File: src/rtl/pop_mem_arbiter_pkg.sv
// Shared definitions for the population-RAM arbiter.
// Holds the controller phase codes, requester indices, common widths and the
// phase-to-permitted-requester mask table.
package pop_mem_arbiter_pkg;

    localparam int unsigned NUM_REQ = 4;
    localparam int unsigned PTR_W   = 2;
    localparam int unsigned PHASE_W = 3;
    localparam int unsigned STALL_W = 16;

    // Top-level controller phases
    typedef enum logic [PHASE_W-1:0] {
        PH_INIT     = 3'b000,
        PH_EVAL     = 3'b001,
        PH_SORT     = 3'b010,
        PH_SORT_MUT = 3'b011,
        PH_REEVAL   = 3'b101,
        PH_DONE     = 3'b110
    } phase_e;

    // Requester slot indices on the arbiter bus
    typedef enum logic [PTR_W-1:0] {
        REQ_INIT = 2'd0,
        REQ_EVAL = 2'd1,
        REQ_SORT = 2'd2,
        REQ_MUT  = 2'd3
    } req_id_e;

    // Requesters allowed to touch the RAM in each phase; unknown codes allow none
    function automatic logic [NUM_REQ-1:0] phase_mask(input logic [PHASE_W-1:0] phase);
        logic [NUM_REQ-1:0] m;
        m = '0;
        case (phase)
            PH_INIT:     m[REQ_INIT] = 1'b1;
            PH_EVAL:     m[REQ_EVAL] = 1'b1;
            PH_SORT:     m[REQ_SORT] = 1'b1;
            PH_SORT_MUT: begin
                m[REQ_SORT] = 1'b1;
                m[REQ_MUT]  = 1'b1;
            end
            PH_REEVAL:   m[REQ_EVAL] = 1'b1;
            default:     m = '0;
        endcase
        return m;
    endfunction

endpackage

File: src/rtl/pop_mem_arbiter_if.sv
// Requester-side bus of the population-RAM arbiter.
// req/we/addr/wdata : per-requester access request, packed, slot i in slice i
// ack               : one-hot completion pulse, one cycle after the grant
// rdata             : read data, valid while the matching ack is high
interface pop_mem_arbiter_if
    import pop_mem_arbiter_pkg::*;
#(
    parameter int unsigned ADDR_W = 6,
    parameter int unsigned DATA_W = 32
) ();

    logic [NUM_REQ-1:0]        req;
    logic [NUM_REQ-1:0]        we;
    logic [NUM_REQ*ADDR_W-1:0] addr;
    logic [NUM_REQ*DATA_W-1:0] wdata;
    logic [NUM_REQ-1:0]        ack;
    logic [DATA_W-1:0]         rdata;

    // Requester side
    modport master (
        output req, we, addr, wdata,
        input  ack, rdata
    );

    // Arbiter side
    modport slave (
        input  req, we, addr, wdata,
        output ack, rdata
    );

endinterface

File: src/rtl/pop_mem_arbiter_rr_pick4.sv
// Combinational 4-way round-robin selector.
// eligible : requesters that may be granted this cycle
// ptr      : last granted index; search begins at ptr+1 and wraps
// onehot   : selected requester, zero when nothing is eligible
// valid    : a requester was selected
module rr_pick4
    import pop_mem_arbiter_pkg::*;
(
    input  logic [NUM_REQ-1:0] eligible,
    input  logic [PTR_W-1:0]   ptr,
    output logic [NUM_REQ-1:0] onehot,
    output logic               valid
);

    // First eligible slot walking upward from ptr+1, modulo 4
    always_comb begin
        logic [PTR_W-1:0] idx;
        onehot = '0;
        valid  = 1'b0;
        idx    = '0;
        for (int unsigned k = 1; k <= NUM_REQ; k++) begin
            idx = ptr + PTR_W'(k);
            if (!valid && eligible[idx]) begin
                onehot[idx] = 1'b1;
                valid       = 1'b1;
            end
        end
    end

endmodule

File: src/rtl/pop_mem_arbiter.sv
// Single-port population-RAM arbiter for the GA controller.
// CLOCK_50          : system clock, rising edge
// reset             : synchronous, active-high
// state_controller  : controller phase, selects the permitted requesters
// bus               : requester bus (req/we/addr/wdata in, ack/rdata out)
// mem_en/mem_we     : RAM enable and write strobe, driven in the grant cycle
// mem_addr/mem_wdata: RAM address/data, holding last value while idle
// mem_rdata         : RAM read data, one cycle after mem_en
// stall_cnt         : saturating count of cycles a permitted request waited
module pop_mem_arbiter
    import pop_mem_arbiter_pkg::*;
#(
    parameter int unsigned ADDR_W = 6,
    parameter int unsigned DATA_W = 32
) (
    input  logic                CLOCK_50,
    input  logic                reset,
    input  logic [PHASE_W-1:0]  state_controller,
    pop_mem_arbiter_if.slave    bus,
    output logic                mem_en,
    output logic                mem_we,
    output logic [ADDR_W-1:0]   mem_addr,
    output logic [DATA_W-1:0]   mem_wdata,
    input  logic [DATA_W-1:0]   mem_rdata,
    output logic [STALL_W-1:0]  stall_cnt
);

    localparam logic [PTR_W-1:0]   RR_RESET = PTR_W'(NUM_REQ - 1);
    localparam logic [STALL_W-1:0] STALL_MAX = '1;

    logic [NUM_REQ-1:0] mask_c;
    logic [NUM_REQ-1:0] eligible_c;
    logic [NUM_REQ-1:0] gnt_c;
    logic               gnt_v_c;
    logic [PTR_W-1:0]   gnt_idx_c;
    logic               waiting_c;
    logic [ADDR_W-1:0]  sel_addr_c;
    logic [DATA_W-1:0]  sel_wdata_c;

    // gnt_q doubles as the busy requester and the pending ack
    logic [NUM_REQ-1:0] gnt_q;
    logic [PTR_W-1:0]   rr_ptr_q;
    logic [ADDR_W-1:0]  addr_q;
    logic [DATA_W-1:0]  wdata_q;
    logic [DATA_W-1:0]  rdata_q;
    logic [STALL_W-1:0] stall_q;

    assign mask_c = phase_mask(state_controller);

    // Requester granted last cycle sits out one cycle so it can drop req after ack
    assign eligible_c = reset ? '0 : (bus.req & mask_c & ~gnt_q);

    rr_pick4 u_pick (
        .eligible (eligible_c),
        .ptr      (rr_ptr_q),
        .onehot   (gnt_c),
        .valid    (gnt_v_c)
    );

    // One-hot grant to index
    always_comb begin
        gnt_idx_c = '0;
        for (int unsigned i = 0; i < NUM_REQ; i++) begin
            if (gnt_c[i]) begin
                gnt_idx_c = PTR_W'(i);
            end
        end
    end

    assign sel_addr_c  = bus.addr[32'(gnt_idx_c) * ADDR_W +: ADDR_W];
    assign sel_wdata_c = bus.wdata[32'(gnt_idx_c) * DATA_W +: DATA_W];

    // RAM port: live from the winner, otherwise hold the last address/data
    always_comb begin
        mem_en    = gnt_v_c;
        mem_we    = gnt_v_c & bus.we[gnt_idx_c];
        mem_addr  = addr_q;
        mem_wdata = wdata_q;
        if (reset) begin
            mem_addr  = '0;
            mem_wdata = '0;
        end else if (gnt_v_c) begin
            mem_addr  = sel_addr_c;
            mem_wdata = sel_wdata_c;
        end
    end

    // Any permitted requester other than the winner is waiting this cycle
    assign waiting_c = |(bus.req & mask_c & ~gnt_c);

    // Reset forces outputs low immediately so a pending ack is cancelled
    assign bus.ack   = reset ? '0 : gnt_q;
    assign bus.rdata = reset ? '0 : ((|gnt_q) ? mem_rdata : rdata_q);
    assign stall_cnt = reset ? '0 : stall_q;

    // Arbiter state
    always_ff @(posedge CLOCK_50) begin
        if (reset) begin
            gnt_q    <= '0;
            rr_ptr_q <= RR_RESET;
            addr_q   <= '0;
            wdata_q  <= '0;
            rdata_q  <= '0;
            stall_q  <= '0;
        end else begin
            gnt_q   <= gnt_c;
            addr_q  <= mem_addr;
            wdata_q <= mem_wdata;
            rdata_q <= bus.rdata;
            if (gnt_v_c) begin
                rr_ptr_q <= gnt_idx_c;
            end
            if (waiting_c && (stall_q != STALL_MAX)) begin
                stall_q <= stall_q + STALL_W'(1);
            end
        end
    end

endmodule

File: src/flat_wrapper.sv
// flat-port wrapper written by rule: the top's interface ports become plain ports
module pop_mem_arbiter_flat import pop_mem_arbiter_pkg::*;
#(
    parameter int unsigned ADDR_W = 6,
    parameter int unsigned DATA_W = 32
)
  (CLOCK_50, reset, state_controller, mem_en, mem_we, mem_addr, mem_wdata, mem_rdata, stall_cnt, bus_req, bus_we, bus_addr, bus_wdata, bus_ack, bus_rdata);
  pop_mem_arbiter_if #(.ADDR_W(ADDR_W), .DATA_W(DATA_W)) bus_i ();
  input  logic CLOCK_50;
  input  logic reset;
  input  logic [PHASE_W-1:0] state_controller;
  output logic mem_en;
  output logic mem_we;
  output logic [ADDR_W-1:0] mem_addr;
  output logic [DATA_W-1:0] mem_wdata;
  input  logic [DATA_W-1:0] mem_rdata;
  output logic [STALL_W-1:0] stall_cnt;
  input wire logic [$bits(bus_i.req)-1:0] bus_req;
  input wire logic [$bits(bus_i.we)-1:0] bus_we;
  input wire logic [$bits(bus_i.addr)-1:0] bus_addr;
  input wire logic [$bits(bus_i.wdata)-1:0] bus_wdata;
  output wire logic [$bits(bus_i.ack)-1:0] bus_ack;
  output wire logic [$bits(bus_i.rdata)-1:0] bus_rdata;
  assign bus_i.req = bus_req;
  assign bus_i.we = bus_we;
  assign bus_i.addr = bus_addr;
  assign bus_i.wdata = bus_wdata;
  assign bus_ack = bus_i.ack;
  assign bus_rdata = bus_i.rdata;
  pop_mem_arbiter #(.ADDR_W(ADDR_W), .DATA_W(DATA_W)) u_core (.CLOCK_50(CLOCK_50), .reset(reset), .state_controller(state_controller), .bus(bus_i), .mem_en(mem_en), .mem_we(mem_we), .mem_addr(mem_addr), .mem_wdata(mem_wdata), .mem_rdata(mem_rdata), .stall_cnt(stall_cnt));
endmodule
File: config.mk
export PLATFORM = sky130hd
export DESIGN_NAME = pop_mem_arbiter_flat
export DESIGN_NICKNAME = d
export VERILOG_FILES = /design/src/rtl/pop_mem_arbiter_pkg.sv /design/src/rtl/pop_mem_arbiter_if.sv /design/src/rtl/pop_mem_arbiter_rr_pick4.sv /design/src/rtl/pop_mem_arbiter.sv /design/src/flat_wrapper.sv
export SDC_FILE = /design/constraint.sdc
export NUM_CORES = 1
export LEC_CHECK = 0
export ABC_CLOCK_PERIOD_IN_PS = 3050
export CELL_PAD_IN_SITES_DETAIL_PLACEMENT = 1
export CELL_PAD_IN_SITES_GLOBAL_PLACEMENT = 2
export CORE_MARGIN = 4
export CORE_UTILIZATION = 19
export DETAILED_ROUTE_END_ITERATION = 8
export PLACE_DENSITY_LB_ADDON = 0.1
export SETUP_SLACK_MARGIN = 0.5
export SKIP_CTS_REPAIR_TIMING = 1
export SLEW_MARGIN = 25
export SYNTH_ARGS = -nofsm -noshare
export SYNTH_HDL_FRONTEND = slang
export SYNTH_SLANG_ARGS = --single-unit
File: constraint.sdc
create_clock -name CLOCK_50 -period 3.05 [get_ports CLOCK_50]
set_clock_uncertainty 0.05 [all_clocks]
set_input_delay 0.305 -clock CLOCK_50 [delete_from_list [all_inputs] [get_ports CLOCK_50]]
set_output_delay 0.305 -clock CLOCK_50 [all_outputs]
set_load 0.01 [all_outputs]
Word level (Yosys, flattened, before mapping)
Index checks and enable logic that the tools add are counted.

cells by class
  add/sub/neg operators = 4
  multipliers = 1
  order comparisons = 9
  equal/unequal tests = 5
  shift-type cells = 2
  mux-type cells = 42
  bitwise gates (word level) = 9
  reductions and logical operators = 16

operator list
  kind                                                                   number
  32-bit 2-to-1 mux                                                      4
  128-bit by 8-bit variable part select with 32-bit output               1
  4-bit 2-to-1 mux                                                       6
  24-bit by 6-bit variable part select with 6-bit output                 1
  1-bit 2-to-1 mux                                                       18
  16-bit by 1-bit adder with 16-bit output, second input constant        1
  16-bit 2-to-1 mux                                                      1
  16-bit != test, second input constant                                  1
  2-bit by 3-bit < comparator with 1-bit output, second input constant   5
  4-bit AND                                                              3
  6-bit 2-to-1 mux                                                       2
  4-bit OR                                                               3
  1-bit binary-select mux with 2-bit select                              5
  1-bit demux with 2-bit select                                          4
  2-bit by 1-bit >= comparator with 1-bit output, second input constant  4
  1-bit logical AND                                                      8
  4-bit inverter                                                         2
  4-bit OR reduction                                                     2
  3-bit by 2-bit equality test with 1-bit output, second input constant  2
  2-bit adder, second input constant                                     2
  2-bit by 2-bit multiplier with 4-bit output, second input constant     1
  2-bit 2-to-1 mux                                                       2
  2-bit OR reduction                                                     2
  3-bit by 1-bit equality test with 1-bit output, second input constant  1
  other kinds (5)                                                        7

storage, ports and cells
  bits in registers = 92
  input bits = 197
  output and inout port bits = 92
  logic and storage cells = 94

Longest topological paths before layout
  depth in word-level cells = 25
  depth in mapped cells = 13
  depth with buffers taken out = 11

Cells and area by module
A second synthesis with hierarchy kept.

unflattened totals
  cell total of the unflattened synthesis = 726
  area total of the unflattened synthesis = 5609.1 um^2

modules (own cells, without submodules)
  module           times used  cells each  area each (um^2)
  pop_mem_arbiter  1           678         5193.7
  rr_pick4         1           48          415.4

Least setup slack after synthesis
OpenSTA, ideal clock, no wires.

  kind = reg-to-output
  from = register u_core.rr_ptr_q[0]
  to = output port mem_wdata[10]
  arrival = 2.958 ns
  setup slack = -0.263 ns
  stages on the path, launching flop included = 13
  cell sequence = dfxtp_1 > buf_2 > inv_1 > ha_1 > nor2b_1 > a22o_1 > a2bb2oi_1 > nand3_1 > o22ai_2 > buf_2 > mux2_2 > a22oi_1 > a31oi_1

on the way
  cells in the longest elaborated chain, start to end = 19
  elaborated cells between the ends (all ways) = 54
  those cells by class = add/sub (3); order compare (8); shift (1); mux (29); bitwise (3); reduce/logical (10)

ends and longest elaborated chain
  element                                                                                 line                    text
  from (decl)                                                                             pop_mem_arbiter.sv:42   logic [PTR_W-1:0] rr_ptr_q;
  from (signal assigned)                                                                  pop_mem_arbiter.sv:111  rr_ptr_q <= gnt_idx_c;
  branches (longest 17 deep; another with 2-bit by 3-bit < comparator with 1-bit output)  -
  32-bit 2-to-1 mux (*)                                                                   pop_mem_arbiter.sv:82   end else if (gnt_v_c) begin
  32-bit 2-to-1 mux (*)                                                                   pop_mem_arbiter.sv:79   if (reset) begin
  to (decl)                                                                               flat_wrapper.sv:15      output logic [DATA_W-1:0] mem_wdata;

Mark *: on every way between the ends. The select of a mux whose other input is x is not followed.

Final worst setup path
  from = register u_core.rr_ptr_q[0]
  to = output port mem_wdata[4]

Same word-level chain as after synthesis.

==> impl_metrics.tcl <==
set metrics [dict create \
    io_buffers 288 \
    power_mw 8.051 \
    fin_hold_ws_ns 0.4127 \
    synth_edf_count 0 \
    globalRouteTotalUtil_pct 15.68 \
    die_h_um 176.7 \
    synth.most_common_cell "nand2_1" \
    wl_per_cell_um 17.91 \
    fin_util_pct 39.93 \
    tightestPinTransition_ns 0.9602 \
    ys_warn_count 0 \
    synth.top_cell.area_share_pct 34.07 \
    worst-endpoint-required_ns 2.69 \
    synthTopCellsByCount "108 x nand2_1, 92 x dfxtp_1, 74 x a21oi_1, 61 x a31oi_1, 35 x mux2_2" \
    vias 6739 \
    antenna_left 0 \
    slew_viol_final 0 \
    hold_violations 0 \
    grt_pass1_vias 6975 \
    synth_cells 677 \
    fin_crit_sh_pct 126.0 \
    post_drt_via_cell_ratio 4.575 \
    insertedDiodeCount 0 \
    fp-row-count 61 \
    worst_slack_ns -0.7939 \
    die_area_um2 31210 \
    synth-async-reset-ratio_pct 0 \
    clock_latency_ns 0.35 \
    drt-initial-drc-count 193 \
    routed_wl_um 26390 \
    final.min_clock_period_ns 3.844 \
    ir_drop_mv 0.4267 \
    cp_max_fo 8 \
    place.gp.congestion 0.7933 \
    grt_util_met2_pct 27.88 \
    failed_checks "negative setup slack" \
    mappedNetlistArea_um2 5405 \
    path_class "reg -> out" \
    setup_violations 49 \
    syn_avg_cell_area_um2 7.984 \
    place_hpwl_um 19860 \
    grt_overflow 0 \
    numCtsBuffers 9 \
    core_um2 27930 \
    synth_nets 883 \
    grt_max_degree 70 \
    fin_nets 1296 \
    start_util_pct 19.35 \
    status "finished with violations" \
    met3_usage_pct 5.576 \
    ys_top_cells_by_area "dfxtp_1 34%, nand2_1 7.5%, mux2_2 7.3%" \
    grt_pass1_wl_um 38730 \
    crit_arrival_ns 3.49 \
    grt_busiest_layer "met2" \
    synth_flop_cell "dfxtp_1" \
    drive_gt1_share_pct 36.07 \
    drcViolationCount 0 \
    max_freq_ghz 0.2602 \
    hp-class "reg -> reg" \
    p_leak_nw 4.707 \
    cts_max_level 3 \
    ys_seq_area_share_pct 34.07 \
    placed_area_um2 10330 \
    rsz0062_at_grt "true" \
    fp.dieW_um 176.7 \
    drv_cap 0 \
    io_pins 289 \
    firstDrtPassIters 4 \
    slew_headroom_pct 35.98 \
    clockRootBuffer "clkbuf_16" \
    cts_buffer_depth 2 \
    antenna_found_initial 2 \
    syn_to_final_growth_pct 106.4 \
    cp-end-kind "output pin" \
    cp-start-kind "flop" \
    path_clk_slew_ns 0.08 \
    final_area_um2 11150 \
    grt_use_met1_pct 18.28 \
    cts_sinks 92 \
    yosys_register_bits 92 \
    p_per_area_nw_per_um2 721.8 \
    yosysUniqueCellTypes 64 \
    yosys.area.top_type "dfxtp_1" \
    cts_tree "done" \
    tns_ns -26.03 \
]
[per-layer routing]
layer	wire length, um	part of all wire, %
met1	10540	40
met2	13410	51
met3	2005	7.6
met4	414	1.6
met5	22	0.083
[critical path, cell delays in order, from the launching register on]
cell	delay, ns
dfxtp_2	0.35
inv_4	0.04
ha_4	0.32
nor2_4	0.04
a22oi_2	0.25
o2bb2ai_4	0.14
buf_6	0.14
a311oi_4	0.34
o22ai_4	0.14
buf_12	0.15
clkbuf_16	0.14
buf_12	0.12
buf_12	0.12
mux2_4	0.30
a22oi_2	0.20
a31oi_2	0.12
buf_4	0.20
[logic make-up (layout without fill, tap and decap cells)]
group	Yosys count	in the layout	share of synthesized area (%)
mux	49	49	10.28
xor+xnor	1	1	0.1621
simple gates	233	233	21.34
buf+inv	60	478	4.560
fa+ha+maj	9	9	2.083
flops	92	92	34.07
compound gates	233	233	27.50
[power by group]
group | total (mW) | switching (mW) | leakage, nW | internal, mW
logic | 5.10 | 2.56 | 3.81 | 2.54
clock network | 1.18 | 0.599 | 0.149 | 0.586
registers | 1.76 | 0.150 | 0.751 | 1.61
total | 8.05 | 3.31 | 4.71 | 4.74
[final timing paths]
path                       from            endpoint  slack (ns)  depth (start not counted)
min reg2reg  u_core.rdata_q[14]  u_core.rdata_q[14]        0.41                          2
max          u_core.rr_ptr_q[0]        mem_wdata[4]       -0.79                         16
min          u_core.rdata_q[14]  u_core.rdata_q[14]        0.41                          2
max reg2reg  u_core.rr_ptr_q[0]  u_core.wdata_q[22]       -0.08                         15
[cell usage in the layout (no fill, tap or decap), types with 4 or more instances in the layout]
cell type / synthesis / layout
buf_6: 1 / 14
o21ai_0: 27 / 4
mux2_2: 35 / 8
clkbuf_16: 0 / 10
a31oi_1: 61 / 32
a31oi_2: 0 / 29
buf_12: 0 / 16
and3_1: 6 / 4
nor2b_1: 23 / 22
clkdlybuf4s50_1: 0 / 212
o21ai_2: 0 / 14
buf_4: 0 / 134
o21ai_1: 1 / 6
nand2_1: 108 / 106
dlymetal6s2s_1: 0 / 35
ha_1: 9 / 8
o22ai_1: 9 / 7
a21oi_1: 74 / 73
o21ai_4: 0 / 4
clkbuf_2: 0 / 35
dfxtp_1: 92 / 89
a22oi_2: 0 / 32
nand3_1: 34 / 33
nand4_1: 7 / 7
mux2_4: 1 / 40
inv_1: 9 / 7
nor2_1: 27 / 23
[layout make-up]
cell class	instances	area, um2
Clock buffer	9	225.2
Multi-Input combinational cell	525	4207
Tap cell	378	473.0
Timing Repair Buffer	451	4284
Clock inverter	7	76.32
Inverter	11	43.79
Fill cell	3252	16780
Sequential cell	92	1846
[stage by stage]
| step | worst slack (ns) | cells |
|---|---|---|
| floorplan | 0.1250 | 677 |
| global placement | -1.081 | 1431 |
| detailed placement | -1.115 | 1431 |
| CTS | -1.126 | 1447 |
| global route | -0.9635 | 1473 |
| finish | -0.7939 | 1473 |
[state kept, by name (all words and copies together), names as in the netlist]
| name | flops |
|---|---|
| u_core.wdata_q | 32 |
| u_core.gnt_q | 4 |
| u_core.addr_q | 6 |
| u_core.rr_ptr_q | 2 |
| u_core.stall_q | 16 |
| u_core.rdata_q | 32 |
Power figures use the tool's default switching activity.
